### src/rtl/fat_pkg.sv
// rtl/fat_pkg.sv - shared constants, types and helpers for the 64-input fat-tree decoder
package fat_pkg;

  localparam int FAT_GRP_W    = 16;
  localparam int FAT_GRP_N    = 4;
  localparam int FAT_CODE_MAX = 64;

  typedef logic [6:0] fat_code_t;
  typedef logic [1:0] fat_grp_t;

  // Position of a 16-bit group relative to the group holding the code's edge
  typedef enum logic [1:0] {
    GRP_BELOW = 2'd0,
    GRP_EQUAL = 2'd1,
    GRP_ABOVE = 2'd2
  } fat_sel_t;

  // Ones-count of a full thermometer word; used to re-encode the decoder output
  function automatic fat_code_t fat_ones(input logic [FAT_GRP_N*FAT_GRP_W-1:0] w);
    fat_code_t cnt;
    cnt = '0;
    for (int i = 0; i < FAT_GRP_N*FAT_GRP_W; i++) begin
      cnt = cnt + {6'b0, w[i]};
    end
    return cnt;
  endfunction

endpackage

### src/rtl/fat16_dec.sv
// rtl/fat16_dec.sv - combinational 16-bit group decoder of the fat-tree decoder
module fat16_dec
  import fat_pkg::*;
(
  input  fat_sel_t              grp_sel,
  input  logic [3:0]            low,
  output logic [FAT_GRP_W-1:0]  grp_word
);

  // Below the edge group: all ones; edge group: low ones; above: all zeros
  always_comb begin
    grp_word = '0;
    case (grp_sel)
      GRP_BELOW: grp_word = '1;
      GRP_EQUAL: grp_word = (16'h1 << low) - 16'h1;
      default:   grp_word = '0;
    endcase
  end

endmodule

### src/rtl/fat64_dec.sv
// rtl/fat64_dec.sv - two-stage pipelined 64-bit fat-tree decoder; optional FAT64_DEC_BUBBLE_CHK_EN
module fat64_dec
  import fat_pkg::*;
#(
  parameter int CODE_W = 7,
  parameter int GRP_N  = FAT_GRP_N
) (
  input  logic                      clk,
  input  logic                      rst,
  input  logic [CODE_W-1:0]         in_code,
  input  logic                      in_valid,
  output logic                      in_ready,
  output logic [GRP_N*FAT_GRP_W-1:0] out_therm,
  output logic                      out_ovf,
  output logic                      out_valid,
  input  logic                      out_ready
`ifdef FAT64_DEC_BUBBLE_CHK_EN
  ,
  output logic                      err_bubble
`endif
);

  logic                       s1_valid_q, s1_valid_d;
  fat_code_t                  s1_code_q, s1_code_d;
  logic                       s1_ovf_q, s1_ovf_d;
  logic                       s2_valid_q, s2_valid_d;
  logic [GRP_N*FAT_GRP_W-1:0] s2_therm_q, s2_therm_d;
  logic                       s2_ovf_q, s2_ovf_d;

  logic                       s2_load;
  logic                       in_xfer;
  fat_grp_t                   s1_grp;
  logic                       s1_full;
  fat_sel_t                   grp_sel [GRP_N];
  logic [GRP_N*FAT_GRP_W-1:0] dec_word;

  assign s2_load  = !s2_valid_q || out_ready;
  assign in_ready = !s1_valid_q || s2_load;
  assign in_xfer  = in_valid && in_ready;

  assign s1_grp  = s1_code_q[5:4];
  assign s1_full = s1_code_q[6];

  assign out_therm = s2_therm_q;
  assign out_ovf   = s2_ovf_q;
  assign out_valid = s2_valid_q;

  // Stage 1: clamp the code; data only loads on a real transfer so idle X never enters
  always_comb begin
    s1_valid_d = s1_valid_q;
    s1_code_d  = s1_code_q;
    s1_ovf_d   = s1_ovf_q;
    if (in_ready) begin
      s1_valid_d = in_valid;
    end
    if (in_xfer) begin
      s1_ovf_d  = (in_code > fat_code_t'(FAT_CODE_MAX));
      s1_code_d = s1_ovf_d ? fat_code_t'(FAT_CODE_MAX) : in_code;
    end
  end

  // Classify each group against the edge group; code 64 makes every group full
  always_comb begin
    for (int g = 0; g < GRP_N; g++) begin
      if (s1_full || (fat_grp_t'(g) < s1_grp)) begin
        grp_sel[g] = GRP_BELOW;
      end else if (fat_grp_t'(g) == s1_grp) begin
        grp_sel[g] = GRP_EQUAL;
      end else begin
        grp_sel[g] = GRP_ABOVE;
      end
    end
  end

  for (genvar g = 0; g < GRP_N; g++) begin : g_grp
    fat16_dec u_grp (
      .grp_sel  (grp_sel[g]),
      .low      (s1_code_q[3:0]),
      .grp_word (dec_word[g*FAT_GRP_W +: FAT_GRP_W])
    );
  end

  // Stage 2: take the decoded word when the output slot frees; hold it while stalled
  always_comb begin
    s2_valid_d = s2_valid_q;
    s2_therm_d = s2_therm_q;
    s2_ovf_d   = s2_ovf_q;
    if (s2_load) begin
      s2_valid_d = s1_valid_q;
      if (s1_valid_q) begin
        s2_therm_d = dec_word;
        s2_ovf_d   = s1_ovf_q;
      end
    end
  end

  // Pipeline registers; reset drops every in-flight beat
  always_ff @(posedge clk) begin
    if (rst) begin
      s1_valid_q <= 1'b0;
      s1_code_q  <= '0;
      s1_ovf_q   <= 1'b0;
      s2_valid_q <= 1'b0;
      s2_therm_q <= '0;
      s2_ovf_q   <= 1'b0;
    end else begin
      s1_valid_q <= s1_valid_d;
      s1_code_q  <= s1_code_d;
      s1_ovf_q   <= s1_ovf_d;
      s2_valid_q <= s2_valid_d;
      s2_therm_q <= s2_therm_d;
      s2_ovf_q   <= s2_ovf_d;
    end
  end

`ifdef FAT64_DEC_BUBBLE_CHK_EN
  fat_code_t s2_code_q, s2_code_d;
  logic      err_q, err_d;
  logic      bubble;

  // Carry the clamped code alongside the stage-2 word so it can be cross-checked
  always_comb begin
    s2_code_d = s2_code_q;
    if (s2_load && s1_valid_q) begin
      s2_code_d = s1_code_q;
    end
  end

  // A valid word whose ones-count differs from its code has a bubble; flag it at once
  always_comb begin
    bubble = s2_valid_q && (fat_ones(s2_therm_q) != s2_code_q);
    err_d  = err_q || bubble;
  end

  assign err_bubble = err_d;

  // Sticky error flag and code shadow, cleared only by reset
  always_ff @(posedge clk) begin
    if (rst) begin
      s2_code_q <= '0;
      err_q     <= 1'b0;
    end else begin
      s2_code_q <= s2_code_d;
      err_q     <= err_d;
    end
  end
`endif

endmodule

### config.mk
export PLATFORM = sky130hd
export DESIGN_NAME = fat64_dec
export DESIGN_NICKNAME = d
export VERILOG_FILES = /design/src/rtl/fat_pkg.sv /design/src/rtl/fat16_dec.sv /design/src/rtl/fat64_dec.sv
export SDC_FILE = /design/constraint.sdc
export NUM_CORES = 1
export LEC_CHECK = 0
export ABC_AREA = 1
export CAP_MARGIN = 25
export CORE_MARGIN = 5
export CORE_UTILIZATION = 45
export CTS_CLUSTER_DIAMETER = 60
export CTS_CLUSTER_SIZE = 16
export DETAILED_ROUTE_END_ITERATION = 16
export PLACE_DENSITY = 0.74
export SLEW_MARGIN = 40
export SYNTH_ARGS = -nofsm -noshare
export SYNTH_HDL_FRONTEND = slang
export SYNTH_SLANG_ARGS = --single-unit
### constraint.sdc
create_clock -name clk -period 3.6 [get_ports clk]
set_clock_uncertainty 0.2 [all_clocks]
set_input_delay 0.9 -clock clk [delete_from_list [all_inputs] [get_ports clk]]
set_output_delay 0.9 -clock clk [all_outputs]
set_load 0.02 [all_outputs]
==> metrics, run 1 <==
Cell Area, Synth=between 3000 and 4000 um2; Crit-path slowest cell=clkdlybuf4s50_1; Max IR drop VDD=0.203 mV; CP delay by family, top=buffers and inverters; number of global-route vias before repair=slightly below 3000; max incr delay on CP=630 ps; TNS Setup=0 ps; filler cell count=roughly 640; CTS tree=built; Post-synth ARST share=0%; static leakage power=1.54 nW; 1st-iter DRT viols=approximately 190; Ports=78; P&R area growth vs syn=31.1%; final worst path period need=3250 ps; worst hold endpoint=out_therm[12]$_SDFFE_PP0P_; Skew-Pair Late Insertion Delay=340 ps; Clock Path Buffers=2; Nets=between 400 and 500; Netlist cell types=33; Placed Cells=571; total CTS buffers=9; share of cells above drive strength 1=about a tenth; largest fanout on the critical path=4; Die Ht=93.4 um; Finished Layout Cells=587; R2R Path End=out_therm[42]$_SDFFE_PP0P_; Total Power=0.00169 W; Placeable Area=between 6000 and 7000 um2; Synth Warn #=0; top-area cell type share of the netlist area=48.0%; Routed WL=8440 um; Clock Pin Slew Worst Setup and Hold Paths=about 70 ps; RSZ-0062 raised after global routing=no; sequential-to-total area share from yosys stat=a little under half; outcome=finished, final reports clean; Synth Area in Adders=0.400%; initial antenna violation count=0; # resized after CTS=0; # DRC=0; average wire per standard cell=around 14 um; post-synthesis simple-gate area fraction=23.9%; placer congestion estimate=0.862; Max-slew headroom=64.4%; synthesized flop and latch total=75; Yosys top cell by area=dfxtp_1; Worst Reg-to-Reg Cells=11; Mean Syn Cell Area=7.56 um2; synth top area cells=dfxtp_1, nand2_1, a21oi_1; row cnt=30; Mapped Cells=414; port bufs=between 70 and 80; routed vias/inst=5.11; Slew @ Worst Pin=between 500 and 600 ps; critical path data arrival time=about 2200 ps; Crit Path Class=in -> out; largest net degree at the start of global routing=32; die area=8720 um2; HP Class=reg -> reg; min-delay src=out_therm[12]$_SDFFE_PP0P_; Cell Chain, Critical Path=clkdlybuf4s50_1 -> inv_1 -> nand3_1 -> clkdlybuf4s50_1; routed vias=2999; pwr dens=between 400 and 500 nW/um2; Die Span X=just over 90 um; Final Worst Setup Slack=~350 ps; worst r2r src=s1_code_q[0]$_SDFFE_PP0P_; reg2reg setup slack=1280 ps; Max-Cap Viols=0; worst slack, placed=between 300 and 400 ps; clock sinks=75; DRT antenna net count=0; crit start category=primary input; Congestion Overflow GR=0; DP HPWL=around 6300 um; gr usage total=20.5%; H-tree levels=3; Hold Buf Count CTS=0; endpoints failing setup=0; Critical Path RT=2500 ps; Slew Limit Fails=0; crit share post-route=90.3%; Root Buffer=clkbuf_8; Main synth FF type=dfxtp_1; crit end category=primary output; maximum clock frequency=0.308 GHz; first-pass GRT wire length=14100 um; final hold violation count=0; Compound-Gate Fraction of Synth Area=between 20% and 30%; WP buf/inv=3; most used cell, CP=clkdlybuf4s50_1; mux contribution to synthesized area=0%; Post-synth EDFFs=0; post-synthesis net count=426; largest family of logic cells by synthesized area=simple AND/OR/NAND/NOR gates; ant diodes=0; TritonRoute pass-1 iters=4; setup bufs post-CTS=0; Initial Utilization=46.1%; xor/xnor cell area share of the yosys netlist=0%; hold depth=2
[registers in the layout (all words and copies together) (netlist names)]
name and count:
out_ovf 1, s1_valid_q 1, out_valid 1, s1_ovf_q 1, s1_code_q 7, out_therm 64
[power by group]
| part | leakage, nW | total, W | internal, W | switching (W) |
|---|---|---|---|---|
| registers | 0.610 | 0.000890 | 0.000864 | 0.0000261 |
| logic | 0.850 | 0.000273 | 0.000105 | 0.000168 |
| clock network | 0.0812 | 0.000531 | 0.000248 | 0.000283 |
| total | 1.54 | 0.00169 | 0.00122 | 0.000477 |
[through the flow]
stage | util (%) | instance area [um2] | hold WS [ps]
2_1_floorplan | - | 3130 | 277
6_report | 60.4 | 4100 | 267
5_1_grt | 60.4 | 4100 | 289
3_3_place_gp | 58.1 | 3950 | 253
3_5_place_dp | 58.1 | 3950 | 257
4_1_cts | 60.4 | 4100 | 268
[worst max-delay path by stage]
stage                         start  endpoint  slack [ps]  depth (start not counted)
after global routing      out_ready  in_ready         300                          4
after detailed placement  out_ready  in_ready         350                          4
final                     out_ready  in_ready         350                          4
after CTS                 out_ready  in_ready         340                          4
after floorplan           out_ready  in_ready        1330                          2
after global placement    out_ready  in_ready         370                          4
[tightest hold or removal path, cell delays in order (launching register included)]
cell	delay, ps
dfxtp_1	310
nand2_1	60
a21oi_1	50
[metal layers]
metal	vias up	share of wire [%]	GRT usage [%]
met5	-	0	0
met4	0	1.4	7.33
met3	13	5.9	4.18
met2	89	48	33.2
met1	1374	45	27.0
li1	1523	-	-
[cell type report]
type / count / area [um2] / area share (%)
Clock buffer: 13 / 139 / 3.39
Multi-Input combinational cell: 284 / 1390 / 33.9
Clock inverter: 3 / 15.0 / 0.366
Sequential cell: 75 / 1500 / 36.6
Tap cell: 96 / 120 / 2.93
Timing Repair Buffer: 82 / 803 / 19.6
Inverter: 34 / 133 / 3.23
[cell usage after synthesis (5+ instances only)]
cell type,count
o21ai_0,20
a31oi_1,9
dfxtp_1,75
nor2_2,7
buf_2,8
inv_1,23
nor2_1,19
inv_2,9
nand2_2,5
nand3_1,14
clkbuf_1,9
a21oi_1,72
nand2_1,107
[cell families (layout without fill, tap and decap cells)]
| logic type | count (synthesis) | count (layout) |
|---|---|---|
| adder cells (fa/ha/maj) | 1 | 1 |
| AND/OR/NAND/NOR | 166 | 166 |
| AO/OA/AOI/OAI | 117 | 117 |
| buffers and inverters | 55 | 132 |
| flip-flops | 75 | 75 |
[placed cells by master, fill, tap and decap left out, types with 14 or more instances in the layout]
master,synthesis,layout
nand3_1,14,14
nand2_1,107,107
a21oi_1,72,72
inv_1,23,23
o21ai_0,20,20
nor2_1,19,19
dfxtp_1,75,75
clkdlybuf4s50_1,0,76
Power figures use the tool's default switching activity.
==> inputs of run 2 (changes only) <==
--- a/config.mk
+++ b/config.mk
@@ -8,11 +8,11 @@
 export ABC_AREA = 1
 export CAP_MARGIN = 25
 export CORE_MARGIN = 5
-export CORE_UTILIZATION = 45
+export CORE_UTILIZATION = 40
 export CTS_CLUSTER_DIAMETER = 60
 export CTS_CLUSTER_SIZE = 16
 export DETAILED_ROUTE_END_ITERATION = 16
-export PLACE_DENSITY = 0.74
+export PLACE_DENSITY = 0.67
 export SLEW_MARGIN = 40
 export SYNTH_ARGS = -nofsm -noshare
 export SYNTH_HDL_FRONTEND = slang
==> metrics, run 2 (synthesized netlist as in run 1, its figures left out) <==
worst r2r src=s1_code_q[0]$_SDFFE_PP0P_; pwr dens=451 nW/um2; hold depth=2; critical path data arrival time=2130 ps; row cnt=32; R2R Path End=out_therm[42]$_SDFFE_PP0P_; total CTS buffers=9; Cell Chain, Critical Path=clkdlybuf4s50_1 -> inv_1 -> nand3_1 -> clkdlybuf4s50_1; Ports=78; reg2reg setup slack=1280 ps; Slew Limit Fails=0; routed vias/inst=4.99; P&R area growth vs syn=33.8%; endpoints failing setup=0; Crit-path slowest cell=clkdlybuf4s50_1; Clock Path Buffers=2; Slew @ Worst Pin=~610 ps; die area=9690 um2; port bufs=77; Max-Cap Viols=0; worst hold endpoint=out_therm[16]$_SDFFE_PP0P_; commonest non-fill, non-tap cell in the layout=nand2_1; final hold violation count=0; TritonRoute pass-1 iters=4; 1st-iter DRT viols=127; Seq pwr share=around 47%; Switching Share=26.8%; largest fanout on the critical path=4; gr usage total=roughly a fifth; Routed WL=around 8800 um; DP HPWL=roughly 6500 um; min-delay src=out_therm[16]$_SDFFE_PP0P_; max FFs per register=64; Clock Pin Slew Worst Setup and Hold Paths=about 80 ps; Placeable Area=between 7000 and 8000 um2; DRT antenna net count=0; Crit Path Class=in -> out; HP Class=reg -> reg; outcome=finished, final reports clean; crit start category=primary input; TNS Setup=0 ps; crit end category=primary output; final core occ=54.5%; Max-slew headroom=59.2%; Die Ht=slightly below 100 um; Max IR drop VDD=0.240 mV; # DRC=0; most frequent cells in the layout=nand2_1, clkdlybuf4s50_1, dfxtp_1, a21oi_1, inv_1; WP buf/inv=3; share of cells above drive strength 1=10.4%; placer congestion estimate=0.875; ant diodes=0; Critical Path RT=2500 ps; number of global-route vias before repair=slightly below 3000; max incr delay on CP=about 630 ps; setup bufs post-CTS=0; first-pass GRT wire length=14500 um; maximum clock frequency=between 0.3 and 0.4 GHz; Root Buffer=clkbuf_8; Int Pwr=around 0.0014 W; most used cell, CP=clkdlybuf4s50_1; Die Span X=98.5 um; clock share of power=38.3%; clock sinks=75; largest net degree at the start of global routing=44; final worst path period need=3230 ps; H-tree levels=3; CP delay by family, top=buffers and inverters; routed vias=~3000; Gate power share=14.6%; Skew-Pair Late Insertion Delay=350 ps; Nets=497; Initial Utilization=40.7%; average wire per standard cell=14.8 um; initial antenna violation count=0; net switching power=0.000507 W; Worst Reg-to-Reg Cells=11; static leakage power=between 1.5 and 2 nW; crit share post-route=89.8%; RSZ-0062 raised after global routing=no; # resized after CTS=0; Hold Buf Count CTS=0; CTS tree=built; Congestion Overflow GR=0
-- run 2: metrics by stage --
stage | setup WS (ps) | std cells | hold WS [ps] | total power, W | area, um2
global placement | 366 | 576 | 252 | 0.00118 | 3960
floorplan | 1330 | 414 | 277 | 0.00107 | 3130
detailed placement | 370 | 576 | 255 | 0.00119 | 3960
finish | 368 | 592 | 264 | 0.00189 | 4190
global route | 302 | 592 | 283 | 0.00197 | 4190
CTS | 361 | 592 | 268 | 0.00190 | 4190
-- run 2: power groups by stage --
stage               logic [W]  clock network (W)  registers [W]
CTS                  0.000277           0.000736       0.000890
detailed placement   0.000276                  0       0.000909
global placement     0.000274                  0       0.000909
global route         0.000302           0.000774       0.000895
floorplan            0.000135                  0       0.000938
finish               0.000275           0.000725       0.000890
-- run 2: tightest hold or removal path, delay by kind of cell (launching register included) --
family | cells | cell delay [ps]
flip-flops | 1 | 310
AND/OR/NAND/NOR | 1 | 60
AO/OA/AOI/OAI | 1 | 50
-- run 2: per-layer routing --
layer	part of all wire, %	wire [um]	vias up	track usage (%)
li1	-	-	1510	-
met1	46	4020	1348	24.3
met2	46	4030	84	30.2
met3	6.4	562	15	4.32
met4	2.0	172	0	6.93
met5	0	0	-	0
-- run 2: worst max path at each step --
stage,start,end,cells after the start
5_1_grt,out_ready,in_ready,4
2_1_floorplan,out_ready,in_ready,2
3_3_place_gp,out_ready,in_ready,4
3_5_place_dp,out_ready,in_ready,4
4_1_cts,out_ready,in_ready,4
6_report,out_ready,in_ready,4
-- run 2: layout make-up --
| type | instances | area [um2] |
|---|---|---|
| fillers | 763 | 3500 |
| flip-flops and latches | 75 | 1500 |
| multi-input cells | 284 | 1390 |
| repair buffers | 81 | 808 |
| clock buffers | 11 | 141 |
| inverters | 34 | 133 |
| well taps | 102 | 128 |
| clock inverters | 5 | 85.1 |
==> inputs of run 3 (changes only) <==
--- a/config.mk
+++ b/config.mk
@@ -6,13 +6,14 @@
 export NUM_CORES = 1
 export LEC_CHECK = 0
 export ABC_AREA = 1
-export CAP_MARGIN = 25
+export CAP_MARGIN = 20
 export CORE_MARGIN = 5
-export CORE_UTILIZATION = 40
+export CORE_UTILIZATION = 45
+export CTS_BUF_LIST = sky130_fd_sc_hd__clkbuf_4 sky130_fd_sc_hd__clkbuf_8
 export CTS_CLUSTER_DIAMETER = 60
 export CTS_CLUSTER_SIZE = 16
 export DETAILED_ROUTE_END_ITERATION = 16
-export PLACE_DENSITY = 0.67
+export PLACE_DENSITY = 0.74
 export SLEW_MARGIN = 40
 export SYNTH_ARGS = -nofsm -noshare
 export SYNTH_HDL_FRONTEND = slang
==> metrics, run 3 (synthesized netlist as in run 1, its figures left out) <==
DP HPWL=6260 um; worst r2r src=s1_code_q[0]$_SDFFE_PP0P_; ant diodes=0; number of global-route vias before repair=slightly below 3000; crit share post-route=90.3%; RSZ-0062 raised after global routing=no; Min Hold Slack=267 ps; Root Buffer=clkbuf_8; first-pass GRT wire length=between 10000 and 15000 um; row cnt=30; Clock Pin Slew Worst Setup and Hold Paths=around 70 ps; Seq. cell area=1500 um2; gr usage total=20.5%; TritonRoute pass-1 iters=4; Nets=498; total CTS buffers=9; Placeable Area=6790 um2; CTS tree=built; min-delay src=out_therm[19]$_SDFFE_PP0P_; top layer in use=met4; endpoints failing setup=0; 1st-iter DRT viols=165; routed vias/inst=roughly 5.1; Skew-Pair Late Insertion Delay=340 ps; initial antenna violation count=0; Crit Path Class=in -> out; met3 WL=roughly 540 um; Initial Utilization=46.1%; # resized after CTS=0; Critical Path RT=2500 ps; Max IR drop VDD=0.203 mV; static leakage power=1.55 nW; pwr dens=roughly 420 nW/um2; met2 wire len=4010 um; crit end category=primary output; DRT antenna net count=0; multi-input logic area=1390 um2; maximum clock frequency=0.308 GHz; most frequent cells in the layout=nand2_1, clkdlybuf4s50_1, dfxtp_1, a21oi_1, inv_1; TNS Setup=0 ps; placer congestion estimate=0.862; clock sinks=between 70 and 80; beginning of the critical path=out_ready; Ports=78; share of cells above drive strength 1=10.8%; Die Ht=93.4 um; final hold violation count=0; M1 wire length=3720 um; Max-slew headroom=62.6%; crit start category=primary input; commonest non-fill, non-tap cell in the layout=nand2_1; filler cell count=638; largest net degree at the start of global routing=32; die area=8720 um2; # DRC=0; setup bufs post-CTS=0; Slew @ Worst Pin=560 ps; Die Span X=93.4 um; Routed WL=~8400 um; largest fanout on the critical path=4; H-tree levels=3; Congestion Overflow GR=0; Slew Limit Fails=0; outcome=finished, final reports clean; P&R area growth vs syn=31.6%; routed vias=2991; port bufs=77; final worst path period need=3250 ps; critical path data arrival time=roughly 2200 ps; HP Class=reg -> reg; average wire per standard cell=14.3 um; max FFs per register=64; Hold Buf Count CTS=0; Clock Path Buffers=2; Max-Cap Viols=0
[run 3: where the power goes]
part           total (W)  internal (W)  switching (W)  leakage (nW)
combinational   0.000273      0.000105       0.000168         0.850
sequential      0.000890      0.000864      0.0000263         0.610
clock           0.000562      0.000278       0.000284        0.0948
total            0.00173       0.00125       0.000478          1.55
[run 3: final timing paths]
check / endpoint / slack, ps / cells past startpoint
max: in_ready / 350 / 4
max reg2reg: out_therm[42]$_SDFFE_PP0P_ / 1300 / 11
min: out_therm[19]$_SDFFE_PP0P_ / 270 / 2
min reg2reg: out_therm[19]$_SDFFE_PP0P_ / 270 / 2
[run 3: metrics by stage]
step	std cells	utilization, %	instance area [um2]	setup WS [ps]	total power [W]
6_report	587	60.6	4120	349	0.00173
5_1_grt	587	60.6	4120	302	0.00181
4_1_cts	587	60.6	4120	342	0.00174
3_5_place_dp	571	58.1	3950	349	0.00118
3_3_place_gp	571	58.1	3950	366	0.00118
2_1_floorplan	414	-	3130	1330	0.00107
[run 3: worst max-delay path, cell delays in order]
cell	delay, ps
clkdlybuf4s50_1	450
inv_1	50
nand3_1	120
clkdlybuf4s50_1	630
[run 3: cell type report]
cell class / instances / area share [%]
clock buffer: 13 / 3.74
clock inverter: 3 / 0.365
inverter: 34 / 3.22
multi-input combinational: 284 / 33.8
sequential: 75 / 36.5
tap: 96 / 2.92
timing repair buffer: 82 / 19.5
[run 3: per-layer routing]
layer | global-route usage [%] | vias to the layer above
met5 | 0 | -
met4 | 7.33 | 0
met3 | 4.42 | 12
met2 | 33.3 | 97
met1 | 26.8 | 1363
li1 | - | 1519
